## src/rtl/mem_bus_ctrl.sv

```systemverilog
`default_nettype none
// +--------------------------------------------------------------------------+
// | Module   : mem_bus_ctrl                                                  |
// | Purpose  : MEM stage - passes EX/MEM payload through, runs req/ack data  |
// |            bus transactions for loads/stores and stalls the pipeline.    |
// | Option   : MEM_BUS_TIMEOUT_EN - abandon a bus access after 16 idle cycles|
// | Revision : 1.0                                                           |
// +--------------------------------------------------------------------------+
module mem_bus_ctrl (
  input  logic        clk,
  input  logic        rst,
  input  logic [5:0]  stall,
  input  logic [4:0]  mem_wd,
  input  logic        mem_wreg,
  input  logic [31:0] mem_wdata,
  input  logic [31:0] mem_hi,
  input  logic [31:0] mem_lo,
  input  logic        mem_whilo,
  input  logic [7:0]  mem_aluop,
  input  logic [31:0] mem_mem_addr,
  input  logic [31:0] mem_reg2,
  output logic [4:0]  wd_o,
  output logic        wreg_o,
  output logic [31:0] wdata_o,
  output logic [31:0] hi_o,
  output logic [31:0] lo_o,
  output logic        whilo_o,
  output logic        stallreq,
  output logic        bus_req,
  output logic        bus_we,
  output logic [31:0] bus_addr,
  output logic [3:0]  bus_sel,
  output logic [31:0] bus_wdata,
  input  logic [31:0] bus_rdata,
  input  logic        bus_ack,
  output logic        misalign_o
);

  localparam logic [7:0] c_op_lb  = 8'hE0;
  localparam logic [7:0] c_op_lbu = 8'hE4;
  localparam logic [7:0] c_op_lh  = 8'hE1;
  localparam logic [7:0] c_op_lhu = 8'hE5;
  localparam logic [7:0] c_op_lw  = 8'hE3;
  localparam logic [7:0] c_op_sb  = 8'hE8;
  localparam logic [7:0] c_op_sh  = 8'hE9;
  localparam logic [7:0] c_op_sw  = 8'hEB;

  typedef enum logic [1:0] {
    S_IDLE = 2'd0,
    S_BUSY = 2'd1,
    S_DONE = 2'd2
  } state_t;

  state_t      r_state, w_next;
  logic        r_bus_req, r_bus_we;
  logic [31:0] r_bus_addr, r_bus_wdata, r_data;
  logic [3:0]  r_bus_sel;
  logic [7:0]  r_aluop;
  logic [1:0]  r_lane;

  logic        w_is_load, w_is_store, w_is_mem, w_misalign, w_issue;
  logic [3:0]  w_sel, w_byte_sel;
  logic [31:0] w_st_data, w_load_val;
  logic [7:0]  w_byte;
  logic [15:0] w_half;
  logic        w_timeout, w_to_err, w_to_pulse;
  logic        w_unused;

  // Only the MEM hold bit matters to this stage.
  assign w_unused = ^{stall[5], stall[3:0]};

  always_comb begin
    case (mem_mem_addr[1:0])
      2'd0:    w_byte_sel = 4'b1000;
      2'd1:    w_byte_sel = 4'b0100;
      2'd2:    w_byte_sel = 4'b0010;
      default: w_byte_sel = 4'b0001;
    endcase
  end

  always_comb begin
    w_is_load  = 1'b0;
    w_is_store = 1'b0;
    w_misalign = 1'b0;
    w_sel      = 4'b0000;
    w_st_data  = mem_reg2;
    case (mem_aluop)
      c_op_lb, c_op_lbu: begin
        w_is_load = 1'b1;
        w_sel     = w_byte_sel;
      end
      c_op_lh, c_op_lhu: begin
        w_is_load  = 1'b1;
        w_misalign = mem_mem_addr[0];
        w_sel      = mem_mem_addr[1] ? 4'b0011 : 4'b1100;
      end
      c_op_lw: begin
        w_is_load  = 1'b1;
        w_misalign = |mem_mem_addr[1:0];
        w_sel      = 4'b1111;
      end
      c_op_sb: begin
        w_is_store = 1'b1;
        w_sel      = w_byte_sel;
        w_st_data  = {4{mem_reg2[7:0]}};
      end
      c_op_sh: begin
        w_is_store = 1'b1;
        w_misalign = mem_mem_addr[0];
        w_sel      = mem_mem_addr[1] ? 4'b0011 : 4'b1100;
        w_st_data  = {2{mem_reg2[15:0]}};
      end
      c_op_sw: begin
        w_is_store = 1'b1;
        w_misalign = |mem_mem_addr[1:0];
        w_sel      = 4'b1111;
      end
      default: ;
    endcase
  end

  assign w_is_mem = w_is_load | w_is_store;
  assign w_issue  = w_is_mem & ~w_misalign;

`ifdef MEM_BUS_TIMEOUT_EN
  logic [3:0] r_to_cnt;
  logic       r_to_flag, r_to_pulse;

  assign w_timeout  = (r_state == S_BUSY) && !bus_ack && (r_to_cnt == 4'hF);
  assign w_to_err   = r_to_flag;
  assign w_to_pulse = r_to_pulse;

  // r_to_flag marks the whole DONE visit as failed; r_to_pulse is the one-cycle error strobe.
  always_ff @(posedge clk or negedge rst) begin
    if (!rst) begin
      r_to_cnt   <= 4'h0;
      r_to_flag  <= 1'b0;
      r_to_pulse <= 1'b0;
    end else begin
      r_to_cnt   <= (r_state == S_BUSY) ? r_to_cnt + 4'h1 : 4'h0;
      r_to_pulse <= w_timeout;
      if (w_timeout)
        r_to_flag <= 1'b1;
      else if (r_state == S_DONE && w_next == S_IDLE)
        r_to_flag <= 1'b0;
    end
  end
`else
  assign w_timeout  = 1'b0;
  assign w_to_err   = 1'b0;
  assign w_to_pulse = 1'b0;
`endif

  always_comb begin
    w_next = r_state;
    case (r_state)
      S_IDLE:  if (w_issue) w_next = S_BUSY;
      S_BUSY:  if (bus_ack || w_timeout) w_next = S_DONE;
      S_DONE:  if (!stall[4]) w_next = S_IDLE;
      default: w_next = S_IDLE;
    endcase
  end

  always_ff @(posedge clk or negedge rst) begin
    if (!rst) begin
      r_state     <= S_IDLE;
      r_bus_req   <= 1'b0;
      r_bus_we    <= 1'b0;
      r_bus_addr  <= 32'h0;
      r_bus_sel   <= 4'h0;
      r_bus_wdata <= 32'h0;
      r_data      <= 32'h0;
      r_aluop     <= 8'h0;
      r_lane      <= 2'd0;
    end else begin
      r_state <= w_next;
      if (r_state == S_IDLE && w_issue) begin
        r_bus_req   <= 1'b1;
        r_bus_we    <= w_is_store;
        r_bus_addr  <= {mem_mem_addr[31:2], 2'b00};
        r_bus_sel   <= w_sel;
        r_bus_wdata <= w_st_data;
        r_aluop     <= mem_aluop;
        r_lane      <= mem_mem_addr[1:0];
      end else if (r_state == S_BUSY && (bus_ack || w_timeout)) begin
        r_bus_req <= 1'b0;
        if (w_timeout)
          r_data <= 32'h0;
        else if (!r_bus_we)
          r_data <= bus_rdata;
      end
    end
  end

  // Big-endian lane extraction from the captured word.
  always_comb begin
    case (r_lane)
      2'd0:    w_byte = r_data[31:24];
      2'd1:    w_byte = r_data[23:16];
      2'd2:    w_byte = r_data[15:8];
      default: w_byte = r_data[7:0];
    endcase
    w_half = r_lane[1] ? r_data[15:0] : r_data[31:16];
    case (r_aluop)
      c_op_lb:  w_load_val = {{24{w_byte[7]}}, w_byte};
      c_op_lbu: w_load_val = {24'h0, w_byte};
      c_op_lh:  w_load_val = {{16{w_half[15]}}, w_half};
      c_op_lhu: w_load_val = {16'h0, w_half};
      default:  w_load_val = r_data;
    endcase
  end

  always_comb begin
    wd_o       = mem_wd;
    wreg_o     = mem_wreg;
    wdata_o    = mem_wdata;
    hi_o       = mem_hi;
    lo_o       = mem_lo;
    whilo_o    = mem_whilo;
    stallreq   = 1'b0;
    misalign_o = 1'b0;
    if (!rst) begin
      wd_o    = 5'd0;
      wreg_o  = 1'b0;
      wdata_o = 32'h0;
      hi_o    = 32'h0;
      lo_o    = 32'h0;
      whilo_o = 1'b0;
    end else begin
      case (r_state)
        S_IDLE: begin
          if (w_is_mem && w_misalign) begin
            misalign_o = 1'b1;
            wreg_o     = 1'b0;
          end else if (w_is_mem) begin
            stallreq = 1'b1;
          end
        end
        S_BUSY: stallreq = 1'b1;
        S_DONE: begin
          if (!r_bus_we)
            wdata_o = w_load_val;
          if (w_to_err)
            wreg_o = 1'b0;
          misalign_o = w_to_pulse;
        end
        default: ;
      endcase
    end
  end

  assign bus_req   = r_bus_req;
  assign bus_we    = r_bus_we;
  assign bus_addr  = r_bus_addr;
  assign bus_sel   = r_bus_sel;
  assign bus_wdata = r_bus_wdata;

endmodule
`default_nettype wire

```

## config.mk

```make
export PLATFORM = sky130hd
export DESIGN_NAME = mem_bus_ctrl
export DESIGN_NICKNAME = d
export VERILOG_FILES = /design/src/rtl/mem_bus_ctrl.sv
export SDC_FILE = /design/constraint.sdc
export NUM_CORES = 1
export LEC_CHECK = 0
export BUFFER_PORTS_ARGS = -buffer_cell sky130_fd_sc_hd__clkbuf_2
export CAP_MARGIN = 20
export CORE_AREA = 2 2 152 154
export DETAILED_ROUTE_END_ITERATION = 8
export DIE_AREA = 0 0 154 156
export PLACE_DENSITY = 0.66
export SLEW_MARGIN = 20
export SYNTH_ARGS = -nofsm -noshare
export SYNTH_HDL_FRONTEND = slang
export SYNTH_SLANG_ARGS = --single-unit
```

## constraint.sdc

```tcl
create_clock -name clk -period 2.05 [get_ports clk]
set_input_delay 0.3075 -clock clk [delete_from_list [all_inputs] [get_ports clk]]
set_output_delay 0.3075 -clock clk [all_outputs]
set_load 0.05 [all_outputs]
```

* Yosys cells after proc, flatten, opt, wreduce, memory -nomap -nowiden
Index checks and enable logic that the tools add are counted.
** Word-level totals
- Output and inout port bits :: 175
- Register bits :: 112
- Word-level logic and storage cells :: 83
- Input bits :: 216
** Operators by class
- Eq/ne operators :: 21
- Reductions and logical operators :: 15
- Mux-type cells :: 33
- Bitwise logic cells :: 5
** Operator list (count)
- $mux W32 :: 5
- $pmux W32 S4 :: 1
- $eq A8 B8 Y1 const B :: 12
- $pmux W32 S2 :: 1
- $pmux W4 S3 :: 2
- $pmux W8 S3 :: 1
- $mux W16 :: 1
- $mux W1 :: 14
- $reduce_or A3 Y1 :: 3
- $eq A2 B1 Y1 const B :: 3
- $eq A2 B2 Y1 const B :: 3
- $logic_not A2 Y1 :: 3
- $mux W2 :: 3
- $ne A2 B2 Y1 const B :: 3
- $pmux W2 S3 :: 1
- $reduce_and A3 Y1 :: 2
- $mux W5 :: 1
- $reduce_or A5 Y1 :: 1
- $mux W4 :: 1
- $pmux W1 S2 :: 2
- $reduce_or A2 Y1 :: 2
- $logic_and A1 B1 Y1 :: 3
- $not A1 Y1 :: 3
- $reduce_bool A2 Y1 :: 1
- other kinds (2) :: 2

* Depth between registers and ports, before layout
Gate-level depths: netlist of the first run.
- Depth after elaboration :: 8
- Gate-level depth with buffers :: 7
- Mapped depth without buffers :: 4

* Worst setup path before layout of the first run
Ideal clock, no wire load.
- Kind :: register to output
- Start :: reg r_bus_we, in the netlist bus_we
- End :: out wdata_o[14]
- Arrival time :: 2.651 ns
- Stages on the path, launching flop included :: 5
- Buffers on the path :: 1
- Data required time :: 1.742 ns
- Setup slack :: -0.909 ns
- Cells stage by stage :: dfrtp_1 > nor3b_1 > clkbuf_2 > o21ai_0 > a211oi_1
** Between the ends
- Longest elaborated chain between the ends :: 3
** Ends and longest elaborated chain
- start: declaration :: RTL line 55 : logic r_bus_req, r_bus_we;
- start signal: assignment :: RTL line 179 : r_bus_we <= w_is_store;
- $mux W32 :: RTL line 241 : if (!r_bus_we)
- $mux W32 :: RTL line 230 : case (r_state)
- $mux W32 :: RTL line 222 : if (!rst) begin
- end: declaration :: RTL line 24 : output logic [31:0] wdata_o,
No other way between the ends.

* Worst setup path after layout of the first run
- Start :: reg r_aluop[4]
- End :: out wdata_o[2]
** Between the ends
- Longest elaborated chain between the ends :: 5
- Elaborated cells between the ends (all ways) :: 8
- Those cells by class :: eq/ne: 4; mux: 4
** Ends and longest elaborated chain
- start: declaration :: RTL line 58 : logic [7:0] r_aluop;
- start signal: assignment :: RTL line 183 : r_aluop <= mem_aluop;
- $eq A8 B8 Y1 :: RTL line 204 : case (r_aluop)
- $pmux W32 S4 * :: RTL line 204
- $mux W32 * :: RTL line 241
- $mux W32 * :: RTL line 230
- $mux W32 * :: RTL line 222
Mark *: on every way between the ends. The rest lies on a longest branch, timed or not.

==> flow_summary_export.csv, run 1 <==
group,metric,value,unit
cells_and_area,layout-drive-gt1-share,0.6491,
synthesis,synthFlopType,"dfrtp_1",
floorplan,initial_utilization,0.2882,
worst_setup_path,worstSetupStartpointType,"flop",
outcome,outcome,"finished with violations",
synthesis,ys_seq_area_frac,0.4349,
power,comb_power_share,0.492,
cells_and_area,diodes,0,
sta,fmax,403.3,MHz
route,dr.pass1.iters,4,
route,drtIter0Drc,253,
placement,gp_congestion,0.8891,
clocking,root_buffer,"clkbuf_16",
cells_and_area,fin_area,10470,um^2
synthesis,synth_edf_count,0,
sta,tightest_slew,0.7135,ns
synthesis,syn_area,6445,um^2
worst_setup_path,worst_path_max_delay_cell,"dfrtp_1",
cells_and_area,syn_to_final_growth,62.49,%
synthesis,yosys_warnings,0,
route,ant_nets,0,
sta,period_needed,2.480,ns
synthesis,synth_cell_types,48,
cells_and_area,fin_nets,1237,
run,maxCapViolations,0,
floorplan,pin_count,391,
placement,placed_area,9589,um^2
cells_and_area,final_cell_mix,"clkbuf_2, mux2_2, dfrtp_1, and2_1, buf_4",
floorplan,die_y,156,um
synthesis,async_flop_share,1.000,
route,finalWirelength,23030,um
sta,final.period_utilization,1.210,
power,power_leakage,5.143,nW
sta,fin_ws,-0.4298,ns
cells_and_area,final_common_cell,"clkbuf_2",
clocking,clk_latency,0.35,ns
global_route,grt_pass1_vias,6235,
worst_setup_path,path_class,"flop to output port",
sta,finalMaxSlewViolations,0,
sta,maxSlewHeadroom,0.5243,
global_route,grtUsageTotal,0.1815,
placement,hpwlAfterDp,17140,um
power,power_frac_clock,0.173,
clocking,tritoncts,"done",
floorplan,die_w,154,um
worst_setup_path,crit_path_max_incr_delay,0.41,ns
route,via_per_inst,4.825,
cells_and_area,fillCellCount,2063,
worst_setup_path,crit_chain,"nor4b_4, buf_4, nand3_4, a221o_1, a21oi_4, buf_12",
sta,hold_violations,0,
route,drc,0,
power,irDropWorstVdd,0.6060,mV
route,detail_route.wl_per_cell,17.57,um
clocking,path_clk_slew,0.08,ns
power,switchingPower,4.483,mW
route,vias,6326,
hold_path,hp-class,"primary input to async pin",
placement,dp_slack,-0.1333,ns
sta,skew,0.007880,ns
floorplan,core_area,22370,um^2
synthesis,synth_area_per_cell,10.65,um^2
power,power.density,955.4,nW/um^2
worst_setup_path,required,1.74,ns
clocking,clock_path_buffers,2,
outcome,failed_checks,"negative setup slack",
placement,port_buffers,383,
synthesis,synth_cells,605,
sta,setup-violations-final,34,
clocking,cts_buffers,9,
worst_setup_path,reg2reg_depth,5,
global_route,grt-ovfl-total,0,
worst_setup_path,arrival,2.17,ns
floorplan,die_area,24020,um^2
sta,rsz0062_at_grt,"yes",
clocking,clkSinkCount,112,
synthesis,ys_ff_latch,112,
floorplan,rows,55,
worst_setup_path,end_kind,"output port",
power,seqPwrFrac,0.335,
global_route,antenna_found_initial,0,
clocking,htree_num_levels,3,
power,power.share.switching,0.4480,
global_route,grt_pass1_wl,34370,um
global_route,grt_start_max_net_pins,65,
worst_setup_path,crit_fanout,5,
power,cell_internal_pwr,5.523,mW
## kinds of logic (layout without fill, tap and decap cells)
family                 Yosys count  in the layout  share of synthesized area
AOI/OAI and AO/OA              102            102                     0.1052
buffers and inverters           61            480                    0.04329
DFF                            112            112                     0.4349
muxes                          148            148                     0.2590
other                            1              2                  0.0005819
and+or+nand+nor                181            182                     0.1571
## power by group through the flow
| stage | Clock (mW) | Combinational (mW) | Sequential [mW] |
|---|---|---|---|
| floorplan | 0 | 2.05 | 4.39 |
| global placement | 0 | 4.54 | 3.33 |
| detailed placement | 0 | 4.58 | 3.35 |
| CTS | 1.80 | 4.74 | 3.33 |
| global route | 1.87 | 5.21 | 3.42 |
| finish | 1.73 | 4.93 | 3.35 |
## synthesized netlist by cell type (all sizes together) (12+ instances only)
master	count	area share
nor2	25	0.015
and2	72	0.070
buf	26	0.023
nand2b	12	0.012
mux2	138	0.24
nand2	36	0.021
clkbuf	23	0.014
inv	12	0.0070
nor3	15	0.012
dfrtp	112	0.43
a21oi	17	0.013
o21ai	42	0.033
## registers in the layout, summed over array words and instances, names as in the netlist, 2 cells and up
register	count
bus_addr	30
bus_sel	4
bus_wdata	32
r_aluop	8
r_data	32
r_lane	2
r_state	2
## final cells by class
class,instances,area [um^2],share of cell area
Multi-Input combinational cell,434,3894,0.3718
Timing Repair Buffer,452,3090,0.2951
Sequential cell,112,2805,0.2679
Tap cell,285,356.6,0.03405
Clock buffer,11,242.7,0.02318
Inverter,12,45.04,0.004301
Clock inverter,5,38.79,0.003704
## layer usage
layer / vias to the layer above / part of all wire / GRT usage
met4: 0 / 0.033 / 0.06542
li1: 2960 / - / -
met3: 45 / 0.070 / 0.04361
met5: - / 0 / 0
met1: 3043 / 0.40 / 0.2218
met2: 278 / 0.49 / 0.3124
## timing repair
| item | in CTS | in global routing |
|---|---|---|
| endpoints found under the hold margin | 28 | 0 |
| hold buffers | 1 | 0 |
| pin swaps | 6 | 9 |
| cloned | 2 | 3 |
| endpoints found under the setup margin | 34 | 34 |
| setup buffers | 5 | 6 |
| resized for setup | 60 | 39 |
## path summary, 6_finish.rpt
kind	from	to	slack, ns
hold / removal	rst	r_aluop[6]	0.06
setup reg to reg	r_state[1]	r_data[27]	0.39
setup / recovery	r_aluop[4]	wdata_o[2]	-0.43
hold reg to reg	bus_req	bus_req	0.49
min in group clk	mem_mem_addr[14]	bus_addr[14]	0.18
max in group asynchronous	rst	bus_wdata[20]	1.27
## critical path, delay by kind of cell, from the launching register on
| kind | cells | cell delay (ns) |
|---|---|---|
| simple gates | 2 | 0.51 |
| flops | 1 | 0.41 |
| buf+inv | 2 | 0.37 |
| compound gates | 2 | 0.54 |
## metrics by stage
| stage | util | TNS, ns | total power [mW] | hold slack [ns] | std cells |
|---|---|---|---|---|---|
| global placement | 0.4288 | -1.909 | 7.869 | 0.2834 | 1279 |
| CTS | 0.4579 | -12.93 | 9.864 | 0.05510 | 1303 |
| global route | 0.4683 | -16.02 | 10.50 | 0.06647 | 1311 |
| floorplan | - | -1.927 | 6.439 | 0.01191 | 606 |
| detailed placement | 0.4288 | -2.982 | 7.933 | 0.2854 | 1279 |
| finish | 0.4683 | -12.57 | 10.01 | 0.06278 | 1311 |
(Power assumes the default switching activity.)
==> inputs of run 2 (changes only) <==
GPL_TIMING_DRIVEN = 0   (was unset)
==> run 2 against run 1 <==
Net effect: the flow still finishes with violations (negative setup slack); first-iteration DRC count up 6.3%; clock-buffer cell count fell by 1; power decreased by 0.29%; sequential power up 1%; clock power up 10%; critical endpoint unchanged.
==> flow_summary_export.csv, run 2 (synthesized netlist as in run 1, its figures left out) <==
group,metric,value,unit
route,drc,0,
sta,period_needed,2.510,ns
global_route,grtUsageTotal,0.1962,
floorplan,rows,55,
floorplan,pin_count,391,
worst_setup_path,worst_path_max_delay_cell,"dfrtp_1",
run,maxCapViolations,0,
route,drtIter0Drc,269,
cells_and_area,syn_to_final_growth,60.69,%
worst_setup_path,required,1.74,ns
worst_setup_path,arrival,2.20,ns
worst_setup_path,crit_chain,"nor4b_4, nand3_4, buf_12, a221o_1, a21oi_4, buf_8",
sta,holdWs,0.05765,ns
clocking,clock_path_buffers,2,
worst_setup_path,worstSetupStartpointType,"flop",
cells_and_area,layout-drive-gt1-share,0.6480,
global_route,grt-ovfl-total,0,
clocking,tritoncts,"done",
cells_and_area,fin_area,10360,um^2
route,vias,6335,
sta,setup-violations-final,33,
cells_and_area,post-route-util,0.4630,
global_route,grt_pass1_wl,36780,um
route,dr.pass1.iters,4,
clocking,clkSinkCount,112,
placement,port_buffers,380,
route,finalWirelength,24060,um
cells_and_area,final_cell_mix,"clkbuf_2, mux2_2, dfrtp_1, and2_1, nand2_1",
clocking,htree_num_levels,3,
floorplan,die_y,156,um
floorplan,core_area,22370,um^2
sta,hold_violations,0,
sta,rsz0062_at_grt,"yes",
outcome,outcome,"finished with violations",
route,ant_nets,0,
clocking,cts_buffers,9,
worst_setup_path,crit_family,"simple AND/OR/NAND/NOR gates",
sta,maxSlewHeadroom,0.6308,
sta,fmax,398.3,MHz
placement,dp_slack,-1.119,ns
cells_and_area,multiInputGateArea,3852,um^2
cells_and_area,fillCellCount,2095,
cells_and_area,diodes,0,
sta,skew,0.01481,ns
clocking,root_buffer,"clkbuf_16",
hold_path,hp-class,"primary input to async pin",
worst_setup_path,crit_path_max_incr_delay,0.41,ns
route,detail_route.wl_per_cell,18.43,um
worst_setup_path,crit_fanout,5,
power,power_leakage,5.098,nW
worst_setup_path,critPathBufInv,2,
sta,final.period_utilization,1.225,
sta,fin_ws,-0.4604,ns
global_route,grt_start_max_net_pins,44,
cells_and_area,instances_no_fill,1305,
clocking,clk_latency,0.36,ns
power,power,9.977,mW
placement,dp_cells,1272,
floorplan,die_area,24020,um^2
sta,finalMaxSlewViolations,0,
placement,hpwlAfterDp,18230,um
outcome,failed_checks,"negative setup slack",
power,irDropWorstVdd,0.6410,mV
cells_and_area,ff_latch_area,2808,um^2
cells_and_area,final_common_cell,"clkbuf_2",
route,via_per_inst,4.854,
floorplan,initial_utilization,0.2882,
floorplan,die_w,154,um
power,power.density,963.3,nW/um^2
worst_setup_path,end_kind,"output port",
clocking,path_clk_slew,0.08,ns
global_route,grt_pass1_vias,6461,
cells_and_area,fin_nets,1231,
sta,tightest_slew,0.5509,ns
global_route,antenna_found_initial,0,
placement,gp_congestion,0.8692,
worst_setup_path,path_class,"flop to output port",
placement,placed_area,9136,um^2
sta,tns,-12.46,ns
run 2: changes by cell type in the layout (fill, tap and decap cells not counted), moves of 5 or more:
cell / before / now
buf_12: 25 / 5
buf_2: 0 / 14
buf_4: 48 / 16
buf_8: 23 / 33
clkbuf_2: 347 / 325
clkbuf_4: 0 / 33
o21ai_2: 0 / 6
o21ai_4: 16 / 11
run 2: worst register-to-register path: stages (launching register included):
cell and delay [ns]:
dfrtp_2 0.49, nand3b_1 0.23, nor2_1 0.28, buf_2 0.43
mux2_2 0.39
run 2: path summary, 6_finish.rpt:
path                             from    endpoint  slack (ns)  cells after the start
min in group clk              bus_ack  r_state[0]        0.15                      2
setup / recovery           r_aluop[4]  wdata_o[2]       -0.46                      6
max in group asynchronous         rst  r_aluop[0]        1.74                      2
hold / removal                    rst   r_data[1]        0.06                      3
setup reg to reg           r_state[1]   r_data[2]        0.13                      4
hold reg to reg            r_aluop[5]  r_aluop[5]        0.48                      1
run 2: area by class of cell:
class	count	area share
multi-input cells	433	0.3720
repair buffers	400	0.2546
inverters	12	0.004349
clock inverters	6	0.008095
well taps	285	0.03443
plain buffers	47	0.03238
clock buffers	10	0.02308
flip-flops and latches	112	0.2711
run 2: repair_timing:
action	CTS	global route
hold buffers	3	0
endpoints found under the hold margin	43	0
pin swaps	16	4
setup endpoints to repair	83	41
resized for setup	152	41
buffers inserted	13	1
gates cloned	2	0
run 2: power by group:
part / internal, mW / switching (mW)
Combinational: 1.68 / 3.00
Sequential: 2.82 / 0.568
Clock: 1.01 / 0.897
Total: 5.51 / 4.46
run 2: metal layers:
| metal | wire [um] | up-vias | global-route usage |
|---|---|---|---|
| li1 | - | 2957 | - |
| met1 | 9467 | 3039 | 0.2381 |
| met2 | 12190 | 302 | 0.3459 |
| met3 | 1867 | 37 | 0.04917 |
| met4 | 530 | 0 | 0.05429 |
| met5 | 0 | - | 0 |
==> inputs of run 3 (changes only) <==
CAP_MARGIN = unset   (was 20)
CELL_PAD_IN_SITES_DETAIL_PLACEMENT = 1   (was unset)
CELL_PAD_IN_SITES_GLOBAL_PLACEMENT = 1   (was unset)
CORE_AREA = 2 2 154 156   (was 2 2 152 154)
DIE_AREA = 0 0 156 158   (was 0 0 154 156)
PLACE_DENSITY = 0.82   (was 0.66)
==> run 3 against run 2 <==
Net effect: the run still ends with negative setup slack left; final area rose by 0.62%; maximum frequency decreased by 1.7%; clock power decreased by 2%; critical path type unchanged; critical endpoint is now wdata_o[6]; largest power group unchanged.
==> flow_summary_export.csv, run 3 (synthesized netlist as in run 1, its figures left out) <==
group,metric,value,unit
clocking,cts_buffers,9,
worst_setup_path,path_class,"flop to output port",
clocking,root_buffer,"clkbuf_16",
cells_and_area,fin_nets,1241,
sta,skew,0.01211,ns
clocking,clock_path_buffers,2,
route,dr.pass1.iters,4,
placement,hpwlAfterDp,20200,um
cells_and_area,instances_no_fill,1320,
sta,finalMaxSlewViolations,0,
floorplan,core_area,23050,um^2
sta,rsz0062_at_grt,"yes",
worst_setup_path,r2r_slack,0.12,ns
global_route,grt_start_max_net_pins,54,
floorplan,initial_utilization,0.2796,
route,via_per_inst,4.948,
route,drtIter0Drc,215,
sta,holdWs,0.07481,ns
route,finalWirelength,27330,um
global_route,grt_pass1_vias,7180,
power,power.density,970.2,nW/um^2
sta,hold_violations,0,
sta,setup-violations-final,33,
clocking,path_clk_slew,0.09,ns
cells_and_area,post-route-util,0.4520,
route,ant_nets,0,
global_route,antenna_found_initial,0,
outcome,outcome,"finished with violations",
power,power_leakage,5.133,nW
cells_and_area,layout-drive-gt1-share,0.6612,
hold_path,hp-class,"primary input to async pin",
floorplan,die_y,158,um
worst_setup_path,reg2reg_depth,5,
sta,period_needed,2.553,ns
worst_setup_path,arrival,2.25,ns
sta,maxSlewHeadroom,0.6494,
placement,dp_slack,-0.9743,ns
placement,dp_cells,1277,
route,detail_route.wl_per_cell,20.70,um
route,vias,6531,
floorplan,die_area,24650,um^2
placement,gp_congestion,0.7978,
placement,port_buffers,380,
worst_setup_path,r2r-end,"r_data[28]",
cells_and_area,diodes,0,
global_route,grt_pass1_wl,40130,um
clocking,tritoncts,"done",
worst_setup_path,end_kind,"output port",
clocking,clkSinkCount,112,
clocking,htree_num_levels,3,
floorplan,pin_count,391,
cells_and_area,final_cell_mix,"clkbuf_2, mux2_2, dfrtp_1, and2_1, nand2_1",
worst_setup_path,crit_fanout,10,
sta,fin_ws,-0.5034,ns
floorplan,die_w,156,um
run,maxCapViolations,0,
floorplan,rows,56,
sta,fmax,391.6,MHz
power,irDropWorstVdd,0.5227,mV
global_route,grt-ovfl-total,0,
cells_and_area,final_common_cell,"clkbuf_2",
route,drc,0,
sta,final.period_utilization,1.246,
worst_setup_path,worstSetupStartpointType,"flop",
outcome,failed_checks,"negative setup slack",
global_route,grtUsageTotal,0.2144,
clocking,clk_latency,0.37,ns
worst_setup_path,r2r-start,"r_state[1]",
worst_setup_path,required,1.74,ns
sta,tightest_slew,0.5232,ns
cells_and_area,syn_to_final_growth,61.68,%
[run 3: cell types whose count changed in the layout (fill, tap and decap cells not counted), moves of 5 or more]
cell      change
clkbuf_2     +33
buf_4         +5
clkbuf_4     -30
buf_6         +5
a21oi_1       -5
[run 3: worst max-delay path, stage by stage (launching register included)]
cell	delay (ns)
dfrtp_1	0.32
buf_2	0.18
clkbuf_2	0.28
nor3_1	0.12
a211o_1	0.29
a221o_1	0.39
a21oi_4	0.15
buf_8	0.16
[run 3: where the power goes]
group | switching (mW) | total, mW | internal (mW) | leakage, nW
clock | 0.983 | 1.87 | 0.882 | 0.153
sequential | 0.630 | 3.45 | 2.82 | 1.40
combinational | 3.11 | 4.80 | 1.69 | 3.58
total | 4.72 | 10.1 | 5.39 | 5.13
[run 3: worst max path at each step]
stage,from,endpoint,slack [ns],cells past startpoint
final,r_lane[0],wdata_o[6],-0.50,7
after global routing,r_lane[0],wdata_o[6],-0.60,7
after CTS,r_aluop[1],wdata_o[23],-0.50,7
after detailed placement,rst,wdata_o[23],-0.97,7
after global placement,rst,wdata_o[23],-3.28,7
after floorplan,r_aluop[4],wdata_o[10],-0.15,4
[run 3: layout make-up]
cell class                      count  area [um^2]
Clock buffer                        9        225.2
Buffer                             46        324.1
Clock inverter                      7        82.58
Inverter                           12        45.04
Timing Repair Buffer              411         2648
Sequential cell                   112         2806
Multi-Input combinational cell    433         3926
Fill cell                        2579        12630
Tap cell                          290        362.8
[run 3: repair_timing]
action	4_1_cts	5_1_grt
pin swaps	20	13
setup buffers	18	7
gates resized for setup	130	56
cloned	3	0
hold endpoints to repair	53	0
endpoints found under the setup margin	102	83
hold buffers	2	0
[run 3: per-stage QoR]
| stage | power, mW | setup TNS (ns) | instance area [um^2] |
|---|---|---|---|
| 5_1_grt | 10.58 | -17.27 | 10420 |
| 4_1_cts | 10.00 | -27.47 | 10250 |
| 3_5_place_dp | 7.755 | -36.89 | 9143 |
| 6_report | 10.11 | -14.20 | 10420 |
| 3_3_place_gp | 7.614 | -370.30 | 9106 |
| 2_1_floorplan | 6.439 | -1.927 | 6842 |
[run 3: layer usage]
metal / GRT usage / share of wire
met5: 0 / 0
met4: 0.06859 / 0.027
met3: 0.06871 / 0.070
met2: 0.3968 / 0.53
met1: 0.2323 / 0.38
